File: src/rtl/pipeline_hazard_controller.sv
// Hazard sequencer for the 5-stage pipeline: load-use bubbles,
// branch squashing, data-memory freeze with timeout, event counters.
module pipeline_hazard_controller #(
  parameter int MEM_TIMEOUT = 15,
  parameter int WAIT_W      = 4,
  parameter int CNT_W       = 16
) (
  input  logic             clk_i,
  input  logic             rst_i,
  input  logic [4:0]       Id_Rs,
  input  logic [4:0]       Id_Rt,
  input  logic             Id_UsesRt,
  input  logic [4:0]       Ex_Rt,
  input  logic             Ex_MemRead,
  input  logic             Branch_Taken,
  input  logic             Mem_Req,
  input  logic             Mem_Ready,
  output logic             PC_Write,
  output logic             IfId_Write,
  output logic             IfId_Flush,
  output logic             IdEx_Write,
  output logic             IdEx_Flush,
  output logic             ExMem_Write,
  output logic             MemWb_Flush,
  output logic             Mem_Error,
  output logic             Wait_State,
  output logic [CNT_W-1:0] Stall_Cnt,
  output logic [CNT_W-1:0] Flush_Cnt
);

  localparam logic [0:0] RUN      = 1'b0;
  localparam logic [0:0] MEM_WAIT = 1'b1;

  logic [0:0]        state;
  logic [0:0]        stateNxt;
  logic [WAIT_W-1:0] waitCnt;
  logic [WAIT_W-1:0] waitNxt;
  logic              inWait;
  logic              loadUse;
  logic              missEntry;
  logic              waitHold;
  logic              timeout;

  assign inWait  = (state == MEM_WAIT);
  assign loadUse = Ex_MemRead && (Ex_Rt != 5'd0) &&
                   ((Ex_Rt == Id_Rs) ||
                    (Id_UsesRt && (Ex_Rt == Id_Rt)));
  assign missEntry = !inWait && Mem_Req && !Mem_Ready;
  assign timeout   = inWait && !Mem_Ready &&
                     (waitCnt == WAIT_W'(MEM_TIMEOUT));
  assign waitHold  = inWait && !Mem_Ready && !timeout;

  // Release and timeout cycles fall through to the RUN rules.
  always_comb begin
    PC_Write    = 1'b1;
    IfId_Write  = 1'b1;
    IfId_Flush  = 1'b0;
    IdEx_Write  = 1'b1;
    IdEx_Flush  = 1'b0;
    ExMem_Write = 1'b1;
    MemWb_Flush = 1'b0;
    Mem_Error   = 1'b0;
    Wait_State  = 1'b0;
    if (!rst_i) begin
      PC_Write    = 1'b0;
      IfId_Write  = 1'b0;
      IfId_Flush  = 1'b1;
      IdEx_Write  = 1'b0;
      IdEx_Flush  = 1'b1;
      ExMem_Write = 1'b0;
      MemWb_Flush = 1'b1;
    end else begin
      Wait_State = inWait;
      Mem_Error  = timeout;
      if (missEntry || waitHold) begin
        PC_Write    = 1'b0;
        IfId_Write  = 1'b0;
        IdEx_Write  = 1'b0;
        ExMem_Write = 1'b0;
        MemWb_Flush = 1'b1;
      end else if (Branch_Taken) begin
        IfId_Flush = 1'b1;
        IdEx_Flush = 1'b1;
      end else if (loadUse) begin
        PC_Write   = 1'b0;
        IfId_Write = 1'b0;
        IdEx_Flush = 1'b1;
      end
    end
  end

  always_comb begin
    stateNxt = state;
    waitNxt  = waitCnt;
    if (missEntry) begin
      stateNxt = MEM_WAIT;
      waitNxt  = WAIT_W'(1);
    end else if (waitHold) begin
      waitNxt = waitCnt + WAIT_W'(1);
    end else if (inWait) begin
      stateNxt = RUN;
      waitNxt  = '0;
    end
  end

  always_ff @(posedge clk_i) begin
    if (!rst_i) begin
      state     <= RUN;
      waitCnt   <= '0;
      Stall_Cnt <= '0;
      Flush_Cnt <= '0;
    end else begin
      state   <= stateNxt;
      waitCnt <= waitNxt;
      if (!PC_Write && (Stall_Cnt != '1))
        Stall_Cnt <= Stall_Cnt + CNT_W'(1);
      if (IfId_Flush && (Flush_Cnt != '1))
        Flush_Cnt <= Flush_Cnt + CNT_W'(1);
    end
  end

endmodule

File: config.mk
export PLATFORM = sky130hd
export DESIGN_NAME = pipeline_hazard_controller
export DESIGN_NICKNAME = d
export VERILOG_FILES = /design/src/rtl/pipeline_hazard_controller.sv
export SDC_FILE = /design/constraint.sdc
export NUM_CORES = 1
export LEC_CHECK = 0
export BUFFER_PORTS_ARGS = -buffer_cell sky130_fd_sc_hd__buf_4
export CORE_ASPECT_RATIO = 0.5
export CORE_MARGIN = 1.5
export CORE_UTILIZATION = 50
export DETAILED_ROUTE_END_ITERATION = 10
export PLACE_DENSITY = 0.79
export SLEW_MARGIN = 20
export SYNTH_ARGS = -nofsm -noshare
export SYNTH_HDL_FRONTEND = slang
export SYNTH_SLANG_ARGS = --single-unit
File: constraint.sdc
create_clock -name clk_i -period 2.1 [get_ports clk_i]
set_input_delay 0.105 -clock clk_i [delete_from_list [all_inputs] [get_ports clk_i]]
set_output_delay 0.105 -clock clk_i [all_outputs]
set_load 0.02 [all_outputs]
==> results of run 1 <==
-- registers in the layout (all words and copies together), names as in the netlist --
name / count
waitCnt: 4
inWait: 1
Stall_Cnt: 16
Flush_Cnt: 16
-- worst max-delay path, stage by stage (launching register included) --
cell	delay, ps
dfxtp_1	380
ha_2	230
and4_1	240
o31ai_2	90
buf_4	160
a2111oi_4	410
nand3_1	150
xor2_1	170
nor2_1	50
-- metrics by stage --
step | hold WS (ps) | worst slack (ps) | total power [uW]
floorplan | 184 | 1.41 | 884
global placement | 328 | -123 | 971
detailed placement | 336 | -160 | 978
CTS | 36.1 | 58.4 | 1440
global route | 50.8 | -41.6 | 1510
finish | 58.3 | 117 | 1450
-- logic make-up after synthesis --
logic type | Yosys count
compound gates | 43
simple gates | 111
xor+xnor | 26
fa+ha+maj | 3
flops | 37
buf+inv | 16
mux | 2
-- worst max-delay path by stage --
stage | endpoint | from | slack (ps) | cells after the start
CTS | IdEx_Flush | waitCnt[0] | 60 | 7
floorplan | PC_Write | waitCnt[0] | 1 | 6
finish | Flush_Cnt[13] | waitCnt[0] | 120 | 8
global route | Flush_Cnt[13] | waitCnt[0] | -40 | 8
global placement | Flush_Cnt[10] | waitCnt[0] | -120 | 7
detailed placement | Flush_Cnt[7] | waitCnt[0] | -160 | 7
-- area by class of cell --
type | instances | area [sq um] | area share [%]
sequential | 37 | 741 | 28.2
inverter | 5 | 18.8 | 0.714
timing repair buffer | 69 | 543 | 20.7
clock buffer | 8 | 80.1 | 3.05
multi-input combinational | 185 | 1180 | 45.0
tap | 51 | 63.8 | 2.43
-- layout by cell type (no fill, tap or decap), types with 5 or more instances in the layout --
cell type,synthesis,final
or4_1,5,5
o21ai_0,5,5
or3_1,9,9
and3_1,7,7
xnor2_1,13,13
clkbuf_8,0,5
dfxtp_1,37,37
nor2_1,31,31
nand3_1,13,12
nand4_1,14,14
a21oi_1,15,15
xor2_1,13,13
o21ai_1,8,8
buf_4,3,67
nand2_1,17,17
-- where the power goes --
part,internal [uW],switching (uW),total [uW]
Sequential,717,16.8,734
Combinational,116,127,243
Clock,236,232,468
Total,1070,376,1450
-- what timing repair did --
action	in CTS	in global routing
setup endpoints to repair	12	32
hold buffers	0	0
pin swaps	0	2
buffers inserted	0	2
resized for setup	1	8
-- metal layers --
layer / part of all wire [%] / up-vias / track usage (%)
met2: 49 / 37 / 40.1
met1: 47 / 908 / 27.1
met3: 4.0 / 2 / 5.18
met5: 0 / - / 0
met4: 0.17 / 0 / 5.63
li1: - / 977 / -
==> impl_results.md, run 1 <==
- Status: finished clean
- Die ar.: 4320 sq um
- P&R area growth vs syn: 34.4%
- Count leader, synth: dfxtp_1
- Mux cell area share after synthesis: 1.02%
- Top_reg_cell synth: dfxtp_1
- Initial Utilization: 54.6%
- Root buf cell: clkbuf_8
- Post-synthesis adder-cell area fraction: 1.92%
- Max-Cap Viols: 0
- Peak VDD IR: 0.273 mV
- Final period util: around 94%
- Layout cells sized above 1: 28.3%
- Total leakage power: approximately 0.0010 uW
- First-pass GRT wire length: 7.33 mm
- Antenna Cells: 0
- Fill count: around 280
- GPL Wtd Cong: 0.776
- Die height: 47.2 microns
- Setup-failing EPs final: 0
- Antenna Violating Nets Remaining: 0
- Cell taking the most area after synthesis: dfxtp_1
- Worst Reg-to-Reg Cells: 8
- Clock latency on the worst-skew pair: 280 ps
- Initial antenna violation count: 0
- Grt ovf: 0
- Worst-Margin Slew: 475 ps
- Mapped Cells: 238
- Reg2reg setup slack: 120 ps
- Fmax achieved: 0.504 GHz
- Critical path data required time: 2260 ps
- Hold Path Sink: inWait
- Final instance area: 2630 sq um
- CTS tree: yes
- Compound-Gate Fraction of Synth Area: between 10 and 15%
- Vias in the first global route: 1,651
- Crit path DAT: 2140 ps
- Top post-synthesis cells by area: dfxtp_1 (38%), nor2_1 (6.0%), xnor2_1 (5.8%), xor2_1 (5.8%), nand4_1 (4.5%)
- Hold Crit Class: input pin to flip-flop
- Number of nets in the layout: 328
- Share of synthesized registers carrying an async set or reset: 0%
- Clock H-tree levels: 2
- Non-Filler Instances: 355
- PD cells: 550 nW/um^2
- Most frequent cells after synthesis: dfxtp_1 (37), nor2_1 (31), nand2_1 (17)
- Hold path startpoint: Mem_Ready
- RR Startpoint: waitCnt[0]
- Pre-antenna DRT Iters: 4
- Post-Synth Simple-Gate Area: 29.2%
- Count of buffers from port buffering: 62
- Worst R2R End: Flush_Cnt[13]
- Final Util: 73.3%
- Largest net degree at the start of global routing: 36
- Post-synth net total: 263
- Yosys top cell area share: 37.9%
- Syn Std Cell Area: between 1500 and 2000 sq um
- CTS Buf Count: 5
- Hold path depth: 2
- DR vias: 1,924
- Worst setup SP type: flip-flop
- Row cnt: 15
- Core Region: 3580 sq um
- Post-Syn Area per Cell: roughly 8 sq um
- Post-DP HPWL: 3.35 mm
- DP Cell Count: about 350
- Final Max Slew Viols: 0
- Yosys reg bits: 37
- Largest family of logic cells by synthesized area: simple AND/OR/NAND/NOR gates
- Total wire length: 4.81 mm
- Clk buf depth: 2
- Post-synth cell types: 41
- CP Max Fanout: 4
- Die X: between 90 and 100 microns
- EDFF count, synth: 0
- Clock-pin slew on the worst setup and hold paths: 70 ps
- Dpl cell area: 2460 sq um
- Setup CP Type: flip-flop to flip-flop
- GRT Util Overall: 21.9%
- Fin crit period: 1980 ps
- TritonCTS sink count: 37
- Worst relative slew slack: 68.1%
- Setup Skew: 3.01 ps
- Remaining DRCs: 0
- I/O pins: 63
- Register area share after synthesis: ~38%
- Wire per inst: 13.5 microns
- Initial DRC count: 61
- Xor and xnor area share after synthesis: a little under an eighth
- Final hold vios: 0
- Total negative slack: 0 ps
- Yosys warns: 0
- Number of vias per cell: 5.42
- Endpoint class of the critical path: flip-flop
No activity file was read; power rests on OpenSTA's default activity.
==> inputs of run 2 (changes only) <==
--- a/config.mk
+++ b/config.mk
@@ -12,4 +12,5 @@
 export DETAILED_ROUTE_END_ITERATION = 10
 export PLACE_DENSITY = 0.79
+export SETUP_SLACK_MARGIN = 0.02
 export SLEW_MARGIN = 20
 export SYNTH_ARGS = -nofsm -noshare
==> constraint.sdc (replaced) <==
create_clock -name clk_i -period 2.1 [get_ports clk_i]
set_input_delay 0.42 -clock clk_i [delete_from_list [all_inputs] [get_ports clk_i]]
set_output_delay 0.42 -clock clk_i [all_outputs]
set_load 0.02 [all_outputs]
==> impl_results.md, run 2 (synthesized netlist as in run 1, its figures left out) <==
- Final Util: 79.0%
- Die X: 91.4 microns
- TritonCTS sink count: 37
- CTS tree: yes
- Number of nets in the layout: ~340
- Remaining DRCs: 0
- Status: finished clean
- Initial antenna violation count: 0
- P&R area growth vs syn: 44.8%
- Vias in the first global route: around 1,800
- PD cells: slightly below 600 nW/um^2
- Int Power: 1240 uW
- Final Max Slew Viols: 0
- GRT Util Overall: about 24%
- Clock H-tree levels: 2
- I/O pins: between 60 and 70
- Largest registers: Flush_Cnt x16, Stall_Cnt x16, waitCnt x4
- # hold bufs at CTS: 0
- Max-Cap Viols: 0
- Clock-pin slew on the worst setup and hold paths: 70 ps
- Hold Crit Class: input pin to flip-flop
- Antenna Cells: 0
- Reg power frac: between 40% and 50%
- Layout cells sized above 1: 35.1%
- Worst-Margin Slew: about 390 ps
- Hold path startpoint: Mem_Ready
- Endpoint class of the critical path: primary output
- Psw: 415 uW
- Hold Path Sink: inWait
- Peak VDD IR: ~0.46 mV
- CTS Buf Count: 5
- Initial Utilization: a little over half
- DP Cell Count: 346
- Setup-failing EPs final: 0
- Count of buffers from port buffering: 62
- Total wire length: 5.38 mm
- Core Region: 3580 sq um
- Switching part of the total: 25.1%
- Hold path depth: 2
- GPL Wtd Cong: roughly 0.89
- CP cell instances: buf_8, or4_4, o21ai_2, nand2b_4, nor2_4, nor2_4, buf_6
- Worst setup SP type: input pin
- Antenna Violating Nets Remaining: 0
- Pre-antenna DRT Iters: 4
- Reg2reg setup slack: 30 ps
- Grt ovf: 0
- Most common cell after layout, fill and taps aside: buf_4
- Wire per inst: 14.8 microns
- Setup Skew: between 6 and 7 ps
- Die height: 47.2 microns
- Non-Filler Instances: 364
- WHS: ~360 ps
- Worst R2R End: Stall_Cnt[15]
- Critical path data required time: 1680 ps
- Initial DRC count: 95
- DR vias: 2,035
- Row cnt: 15
- Total leakage power: 0.00111 uW
- Final hold vios: 0
- Clock latency on the worst-skew pair: 290 ps
- Unrepaired setup endpoints after global routing: yes
- First-pass GRT wire length: around 8.3 mm
- Largest net degree at the start of global routing: 35
- Max stage delay on crit path: 520 ps
- Fin crit period: around 2100 ps
- Crit path DAT: around 1700 ps
- Gate power share: between 15 and 20%
- CP Max Fanout: 3
- Cell mode on critical path: nor2_4
- Number of vias per cell: 5.59
- Worst relative slew slack: about 74%
- Clock power share: 38.9%
- Worst Reg-to-Reg Cells: 10
- RR Startpoint: waitCnt[1]
- Commonest non-fill, non-tap cells in the layout: buf_4 (71), dfxtp_1 (34), nor2_1 (28)
- Root buf cell: clkbuf_8
- Post-DP HPWL: between 3 and 4 mm
- Critical-path top delay cell: or4_4
- Die ar.: approximately 4300 sq um
- Setup CP Type: input pin to primary output
- Final period util: 99.9%
- Clk buf depth: 2
- Fmax achieved: 0.477 GHz
## run 2: layout make-up
class | count | area, sq um
clock buffers | 7 | 86.3
clock inverters | 1 | 30.0
fillers | 247 | 752
inverters | 5 | 18.8
multi-input cells | 185 | 1260
flip-flops and latches | 37 | 749
well taps | 51 | 63.8
repair buffers | 78 | 624
## run 2: worst max-delay path, delay by kind of cell
| kind | cells | cell delay [ps] |
|---|---|---|
| AND/OR/NAND/NOR | 4 | 860 |
| buffers and inverters | 2 | 240 |
| AO/OA/AOI/OAI | 1 | 170 |
## run 2: through the flow
step                TNS [ps]  area (sq um)  power [uW]  worst slack [ps]
finish                     0          2830        1650              1.68
global route            -135          2830        1720             -61.2
CTS                        0          2740        1650              23.0
detailed placement      -101          2490         984             -51.8
global placement       -27.2          2490         976             -13.6
floorplan                  0          1970         888              32.3
## run 2: how the worst max path moves through the flow
stage / from / end / slack [ps]
finish: Ex_Rt[4] / IfId_Write / 2
global route: Ex_Rt[4] / IdEx_Flush / -60
CTS: Ex_Rt[4] / IfId_Write / 20
detailed placement: Ex_Rt[1] / IfId_Write / -50
global placement: Ex_Rt[1] / IfId_Write / -10
floorplan: waitCnt[0] / PC_Write / 30
## run 2: metal layers
layer,global-route usage [%],up-vias,wire [microns]
li1,-,1000,-
met1,29.3,953,2340
met2,45.8,76,2650
met3,5.99,6,334
met4,5.94,0,55
met5,0,-,0
## run 2: what timing repair did
item,in CTS,in global routing
pin swaps,7,4
buffers inserted,8,2
resized for setup,18,16
setup endpoints to repair,7,15
hold endpoints to repair,0,0
## run 2: power by group through the flow
stage / Combinational [uW] / Sequential, uW / Clock (uW)
finish: 274 / 735 / 642
global route: 297 / 736 / 687
CTS: 261 / 734 / 650
detailed placement: 234 / 750 / 0
global placement: 227 / 749 / 0
floorplan: 126 / 762 / 0
